$ cat config.mk
export PLATFORM = sky130hd
export DESIGN_NAME = lfsr_ram_bist
export DESIGN_NICKNAME = d
export VERILOG_FILES = /design/src/rtl/lfsr_bist_pkg.sv /design/src/rtl/lfsr_galois.sv /design/src/rtl/lfsr_ram_bist.sv
export SDC_FILE = /design/constraint.sdc
export NUM_CORES = 1
export LEC_CHECK = 0
export CORE_ASPECT_RATIO = 0.75
export CORE_MARGIN = 3
export CORE_UTILIZATION = 40
export DETAILED_ROUTE_END_ITERATION = 8
export PLACE_DENSITY = 0.67
export RECOVER_POWER = 25
export REMOVE_ABC_BUFFERS = 1
export SYNTH_ARGS = -nofsm -noshare
export SYNTH_HDL_FRONTEND = slang
export SYNTH_SLANG_ARGS = --single-unit
$ cat constraint.sdc
create_clock -name clk_i -period 2 [get_ports clk_i]
set_input_delay 0.3 -clock clk_i [delete_from_list [all_inputs] [get_ports clk_i]]
set_output_delay 0.3 -clock clk_i [all_outputs]
set_load 0.02 [all_outputs]
$ cat src/rtl/lfsr_bist_pkg.sv
// Shared types and helpers for the LFSR-driven RAM BIST: FSM state encoding,
// default Galois feedback mask and the single-step LFSR function.
package lfsr_bist_pkg;

    typedef enum logic [2:0] {
        IDLE,
        WRITE,
        READ,
        DRAIN,
        DONE
    } state_e;

    localparam logic [31:0] DEFAULT_TAPS = 32'h8020_0003;

    // Widest LFSR the step helper supports; callers zero-extend and truncate.
    localparam int LFSR_MAX_W = 64;

    function automatic logic [LFSR_MAX_W-1:0] lfsr_step(
        input logic [LFSR_MAX_W-1:0] x,
        input logic [LFSR_MAX_W-1:0] taps
    );
        return (x >> 1) ^ (x[0] ? taps : '0);
    endfunction

endpackage

$ cat src/rtl/lfsr_galois.sv
// Galois LFSR register with synchronous load and step; resets to 1 so the
// sequence never starts in the all-zero lock-up state.
module lfsr_galois
    import lfsr_bist_pkg::*;
#(
    parameter int               WIDTH = 32,
    parameter logic [WIDTH-1:0] TAPS  = WIDTH'(DEFAULT_TAPS)
) (
    input  logic             clk_i,
    input  logic             rst_i,
    input  logic             load_i,
    input  logic [WIDTH-1:0] seed_i,
    input  logic             step_i,
    output logic [WIDTH-1:0] q_o
);

    logic [WIDTH-1:0] q;

    // NOTE: clocked state uses non-blocking assignments so every register samples pre-edge values.
    always_ff @(posedge clk_i) begin
        if (rst_i) begin
            q <= WIDTH'(1);
        end else if (load_i) begin
            q <= seed_i;
        end else if (step_i) begin
            q <= WIDTH'(lfsr_step(LFSR_MAX_W'(q), LFSR_MAX_W'(TAPS)));
        end
    end

    assign q_o = q;

endmodule

$ cat src/rtl/lfsr_ram_bist.sv
// RAM BIST controller: writes an LFSR sequence to every address, reseeds and
// reads it back through a 1-deep compare pipe. Option: LFSR_BIST_STOP_ON_FAIL_EN.
module lfsr_ram_bist
    import lfsr_bist_pkg::*;
#(
    parameter int                    DATA_WIDTH = 32,
    parameter int                    ADDR_WIDTH = 32,
    parameter int                    RAM_DEPTH  = 1000,
    parameter logic [DATA_WIDTH-1:0] TAPS       = DATA_WIDTH'(DEFAULT_TAPS),
    parameter int                    ERR_W      = 16
) (
    input  logic                  clk_i,
    input  logic                  rst_i,
    input  logic                  start_i,
    input  logic [DATA_WIDTH-1:0] seed_i,
    output logic                  we_o,
    output logic                  rd_o,
    output logic [ADDR_WIDTH-1:0] addr_o,
    output logic [DATA_WIDTH-1:0] data_o,
    input  logic [DATA_WIDTH-1:0] ram_data_i,
    output logic                  busy_o,
    output logic                  done_o,
    output logic                  pass_o,
    output logic [ERR_W-1:0]      err_cnt_o,
    output logic [ADDR_WIDTH-1:0] first_err_addr_o
);

    localparam int               CNT_W    = $clog2(RAM_DEPTH + 1);
    localparam logic [CNT_W-1:0] LAST_CNT = CNT_W'(RAM_DEPTH - 1);

    state_e                state_q, state_d;
    logic [CNT_W-1:0]      cnt_q;
    logic [DATA_WIDTH-1:0] seed_q;
    logic [DATA_WIDTH-1:0] seed_fix;
    logic [DATA_WIDTH-1:0] lfsr_q;
    logic [DATA_WIDTH-1:0] lfsr_seed;
    logic                  lfsr_load;
    logic                  lfsr_step_en;
    logic                  pipe_valid_q;
    logic [DATA_WIDTH-1:0] pipe_exp_q;
    logic [ADDR_WIDTH-1:0] pipe_addr_q;
    logic [ERR_W-1:0]      err_cnt_q;
    logic [ADDR_WIDTH-1:0] first_err_q;
    logic                  start_ok;
    logic                  last;
    logic                  mismatch;

    assign start_ok = start_i && (state_q == IDLE || state_q == DONE);
    assign last     = (cnt_q == LAST_CNT);
    assign seed_fix = (seed_i == '0) ? DATA_WIDTH'(1) : seed_i;

    // Unknown read data must fail the test, hence the 4-state comparison.
    assign mismatch = pipe_valid_q && (state_q == READ || state_q == DRAIN) &&
                      (ram_data_i !== pipe_exp_q);

    // The read pass replays the sequence from the latched seed.
    assign lfsr_load    = start_ok || (state_q == WRITE && last);
    assign lfsr_seed    = start_ok ? seed_fix : seed_q;
    assign lfsr_step_en = (state_q == WRITE) || (state_q == READ);

    lfsr_galois #(
        .WIDTH (DATA_WIDTH),
        .TAPS  (TAPS)
    ) u_lfsr (
        .clk_i  (clk_i),
        .rst_i  (rst_i),
        .load_i (lfsr_load),
        .seed_i (lfsr_seed),
        .step_i (lfsr_step_en),
        .q_o    (lfsr_q)
    );

    always_ff @(posedge clk_i) begin
        if (rst_i) begin
            state_q <= IDLE;
        end else begin
            state_q <= state_d;
        end
    end

    // NOTE: every always_comb output gets a default first so no path infers a latch.
    always_comb begin
        state_d = state_q;
        unique case (state_q)
            IDLE, DONE: if (start_ok) state_d = WRITE;
            WRITE:      if (last)     state_d = READ;
            READ: begin
`ifdef LFSR_BIST_STOP_ON_FAIL_EN
                if (mismatch)  state_d = DONE;
                else if (last) state_d = DRAIN;
`else
                if (last) state_d = DRAIN;
`endif
            end
            DRAIN:      state_d = DONE;
            default:    state_d = IDLE;
        endcase
    end

    always_comb begin
        we_o   = 1'b0;
        rd_o   = 1'b0;
        addr_o = '0;
        data_o = '0;
        busy_o = 1'b0;
        done_o = 1'b0;
        unique case (state_q)
            WRITE: begin
                we_o   = 1'b1;
                addr_o = ADDR_WIDTH'(cnt_q);
                data_o = lfsr_q;
                busy_o = 1'b1;
            end
            READ: begin
                rd_o   = 1'b1;
                addr_o = ADDR_WIDTH'(cnt_q);
                busy_o = 1'b1;
            end
            DRAIN:   busy_o = 1'b1;
            DONE:    done_o = 1'b1;
            default: ;
        endcase
        pass_o = (state_q == DONE) && (err_cnt_q == '0);
    end

    always_ff @(posedge clk_i) begin
        if (rst_i) begin
            cnt_q        <= '0;
            seed_q       <= '0;
            pipe_valid_q <= 1'b0;
            pipe_exp_q   <= '0;
            pipe_addr_q  <= '0;
            err_cnt_q    <= '0;
            first_err_q  <= '0;
        end else begin
            if (start_ok) begin
                seed_q      <= seed_fix;
                err_cnt_q   <= '0;
                first_err_q <= '0;
            end

            if ((state_q == WRITE || state_q == READ) && !last) begin
                cnt_q <= cnt_q + 1'b1;
            end else begin
                cnt_q <= '0;
            end

            pipe_valid_q <= (state_q == READ);
            pipe_exp_q   <= lfsr_q;
            pipe_addr_q  <= ADDR_WIDTH'(cnt_q);

            if (mismatch) begin
                if (err_cnt_q != '1) begin
                    err_cnt_q <= err_cnt_q + 1'b1;
                end
                if (err_cnt_q == '0) begin
                    first_err_q <= pipe_addr_q;
                end
            end
        end
    end

    assign err_cnt_o        = err_cnt_q;
    assign first_err_addr_o = first_err_q;

endmodule

==> metrics.txt <==
met3 global-route usage=5.54%; Max stage delay on crit path=roughly 0.59 ns; CP Data Required Time=1.70 ns; vias=6152; crit path max-delay cell type=clkdlybuf4s50_1; fin nets=approximately 1100; Most Crowded Layer GR=met1; via/cell ratio=~4.8; Clock Latency Late Sink=between 0.4 and 0.5 ns; share of Yosys cell area claimed by the top area cell type=47.0%; met2 Usage GRT=between 20% and 30%; Area contributors post-synth=dfxtp_1, nor2_1, and2_1; area of the mapped netlist=7160 sq um; CP endpoint kind=output pin; Post-synth top cells=dfxtp_1, nor2_1, and2_1; initial core utilization=41.7%; ratio of cells with drive above 1 in the final layout=a little over a fifth; Core ar.=~17000 sq um; EDFF count, synth=0; CTS tree=yes; first-pass GRT wire length=a little over 30000 um; final slew viol count=0; hold path endpoint=pipe_addr_q[7]; aggregate global-route resource usage=a little under 20%; post-DP HPWL=between 10000 and 15000 um; Tmin final=between 1.5 and 2 ns; Crit Path Max Fanout=5; CP top delay family=buffers and inverters; max cap viols=0; largest net degree at the start of global routing=82; Peak VDD IR=~0.44 mV; final period utilization=a little over nine tenths; vias in the first global route=~5700; fmax=slightly above 0.5 GHz; gpl congestion=0.844; HP Class=in -> reg; FF-to-FF End=first_err_addr_o[11]; critical-path cell list=buf_4 > clkdlybuf4s50_1; met1 Use GR=around 29%; CTS root buf=clkbuf_16; # H-tree levels=4; Cell Int Power=approximately 5.8 mW; Ys Warns=0; FF-to-FF Start=err_cnt_o[0]; Logic pwr share=approximately 15%; Worst-path clk slew=approximately 0.070 ns; DR WL/cell=15.5 um; TNS Setup=0 ns; crit path kind=reg -> out; Die X=around 160 um; Buf+Inv Stages, Crit Path=2; crit path DAT=about 1.6 ns; dominant synthesized flop cell=dfxtp_1; placed cells=roughly 1200; WHS Path Cells=2; synth unique cells=55; Final setup viols=0; Clock Skew=0.00990 ns; Slew HR=approximately 4.7%; #FFs+latches synth=between 150 and 200; Pre-antenna DRT Iters=4; status=finished clean; port bufs=161; Reg power frac=between 40% and 50%; sequential fraction of the synthesis area=a little under half; Residual DRC=0; clock share of power=between 40% and 50%; Filler cells=1537; Min-Delay Startpoint=rst_i; Die Area=about 20000 sq um; P_sw=around 2.1 mW; Die Y-Extent=between 100 and 150 um; Syn-to-layout area delta=44.5%; Mean Syn Cell Area=between 9 and 10 sq um; Fin. Hold Viols=0; fin cells=1288; P_leak=~4.2 nW; Cell Pwr Density=between 700 and 800 nW/um^2; antenna violations before repair=0; total power draw=7.96 mW; leading area contributor after synthesis=dfxtp_1; worst slew pin tran=roughly 1.4 ns; FF-to-FF path depth=10; Antenna Nets Post-Route=0; DR iter-0 viols=approximately 350; total wire length=19900 um; top-count cell post-synth=dfxtp_1; io pins=approximately 180; row cnt=between 40 and 50; Post-Syn Instances=about 790; switching portion of total power=about a quarter; unrepaired setup endpoints after global routing=true; clk buf depth=2; startpoint types=flop; ys async rst share=0%; clock sinks=roughly 170; total grt overflow=0; flop2flop setup slack=0.07 ns; CTS Buf Count=17; number of diodes=0
[cells by family (layout without fill, tap and decap cells)]
group | count (synthesis) | count (layout) | synth area share (%)
AO/OA/AOI/OAI | 119 | 119 | 10.7
other | 1 | 22 | 0.0524
AND/OR/NAND/NOR | 340 | 340 | 25.6
multiplexers | 31 | 31 | 4.33
flip-flops | 168 | 168 | 47.0
buffers and inverters | 86 | 325 | 6.43
XOR/XNOR | 44 | 44 | 5.38
adder cells (fa/ha/maj) | 3 | 3 | 0.524
[metal layers]
layer / vias to the layer above / wire length (um)
li1: 3136 / -
met1: 2842 / 10200
met2: 167 / 8460
met3: 7 / 1210
met4: 0 / 84
met5: - / 0
[state kept, by name, summed over array words and instances, names as in the netlist]
signal,cells
first_err_addr_o,32
pipe_exp_q,32
seed_q,32
u_lfsr.q_o,32
err_cnt_o,16
cnt_q,10
pipe_addr_q,10
state_q,3
pipe_valid_q,1
[worst reg2reg max path, cell delays in order (launching register included)]
cell and delay (ns):
dfxtp_2 0.32, inv_2 0.07, ha_4 0.13, nor4b_4 0.18, nand4_1 0.16, buf_4 0.18
buf_4 0.13, a211oi_4 0.23, nor3_2 0.09, buf_6 0.16, and2_1 0.16
[through the flow]
step           setup slack [ns]  util [%]  cell area, sq um  hold WS [ns]
2_1_floorplan             -2.31         -              6850         0.369
3_3_place_gp             -0.363      55.9              9610         0.438
3_5_place_dp             -0.371      55.9              9610         0.443
4_1_cts                 0.00404      58.5             10100         0.224
5_1_grt                 -0.0277      60.2             10300         0.239
6_report                 0.0735      60.2             10300         0.241
[timing repair]
action | 4_1_cts | 5_1_grt
endpoints found under the setup margin | 67 | 111
pin swaps | 2 | 8
gates cloned | 2 | 4
resized for setup | 185 | 57
setup buffers | 4 | 5
hold buffers | 0 | 0
[layout make-up]
| cell class | count | area [sq um] | share of cell area [%] |
|---|---|---|---|
| Multi-Input combinational cell | 559 | 3590 | 34.7 |
| Sequential cell | 168 | 3370 | 32.6 |
| Timing Repair Buffer | 275 | 2450 | 23.7 |
| Clock buffer | 18 | 429 | 4.15 |
| Tap cell | 236 | 295 | 2.85 |
| Clock inverter | 14 | 141 | 1.37 |
| Inverter | 18 | 67.6 | 0.653 |
[cell usage in the layout, fill, tap and decap left out, types with 3 or more instances in the layout]
master	n
dfxtp_1	163
xnor2_1	37
and3_1	5
nand2_1	26
nand3b_1	10
o211ai_1	8
a21oi_1	37
nand3_1	15
a211oi_1	29
mux2i_1	28
nor2b_1	45
nor4_4	3
buf_12	7
dlygate4sd2_1	3
inv_1	16
dfxtp_2	4
buf_6	11
nor4_1	11
buf_2	33
clkbuf_16	19
and2_1	63
nor2_1	121
xor2_1	7
buf_4	101
a211oi_2	4
nand4_1	13
nor3_1	8
inv_6	4
conb_1	22
clkdlybuf4s50_1	113
clkinv_4	6
o21ai_0	18
[worst max-delay path by stage]
stage,slack [ns],endpoint,cells past startpoint,startpoint
after floorplan,-2.31,u_lfsr.q_o[1],6,state_q[0]
after global placement,-0.36,first_err_addr_o[25],9,ram_data_i[26]
after detailed placement,-0.37,first_err_addr_o[26],9,ram_data_i[31]
after CTS,0.004,first_err_addr_o[19],10,err_cnt_o[0]
after global routing,-0.03,u_lfsr.q_o[2],8,state_q[1]
final,0.07,err_cnt_o[5],2,err_cnt_o[5]
[power groups by stage]
stage	Sequential, mW	Clock [mW]	Combinational (mW)
after floorplan	3.63	0	0.544
after global placement	3.65	0	1.11
after detailed placement	3.66	0	1.12
after CTS	3.58	3.26	1.13
after global routing	3.60	3.40	1.30
final	3.58	3.18	1.20
(Power assumes the default switching activity.)
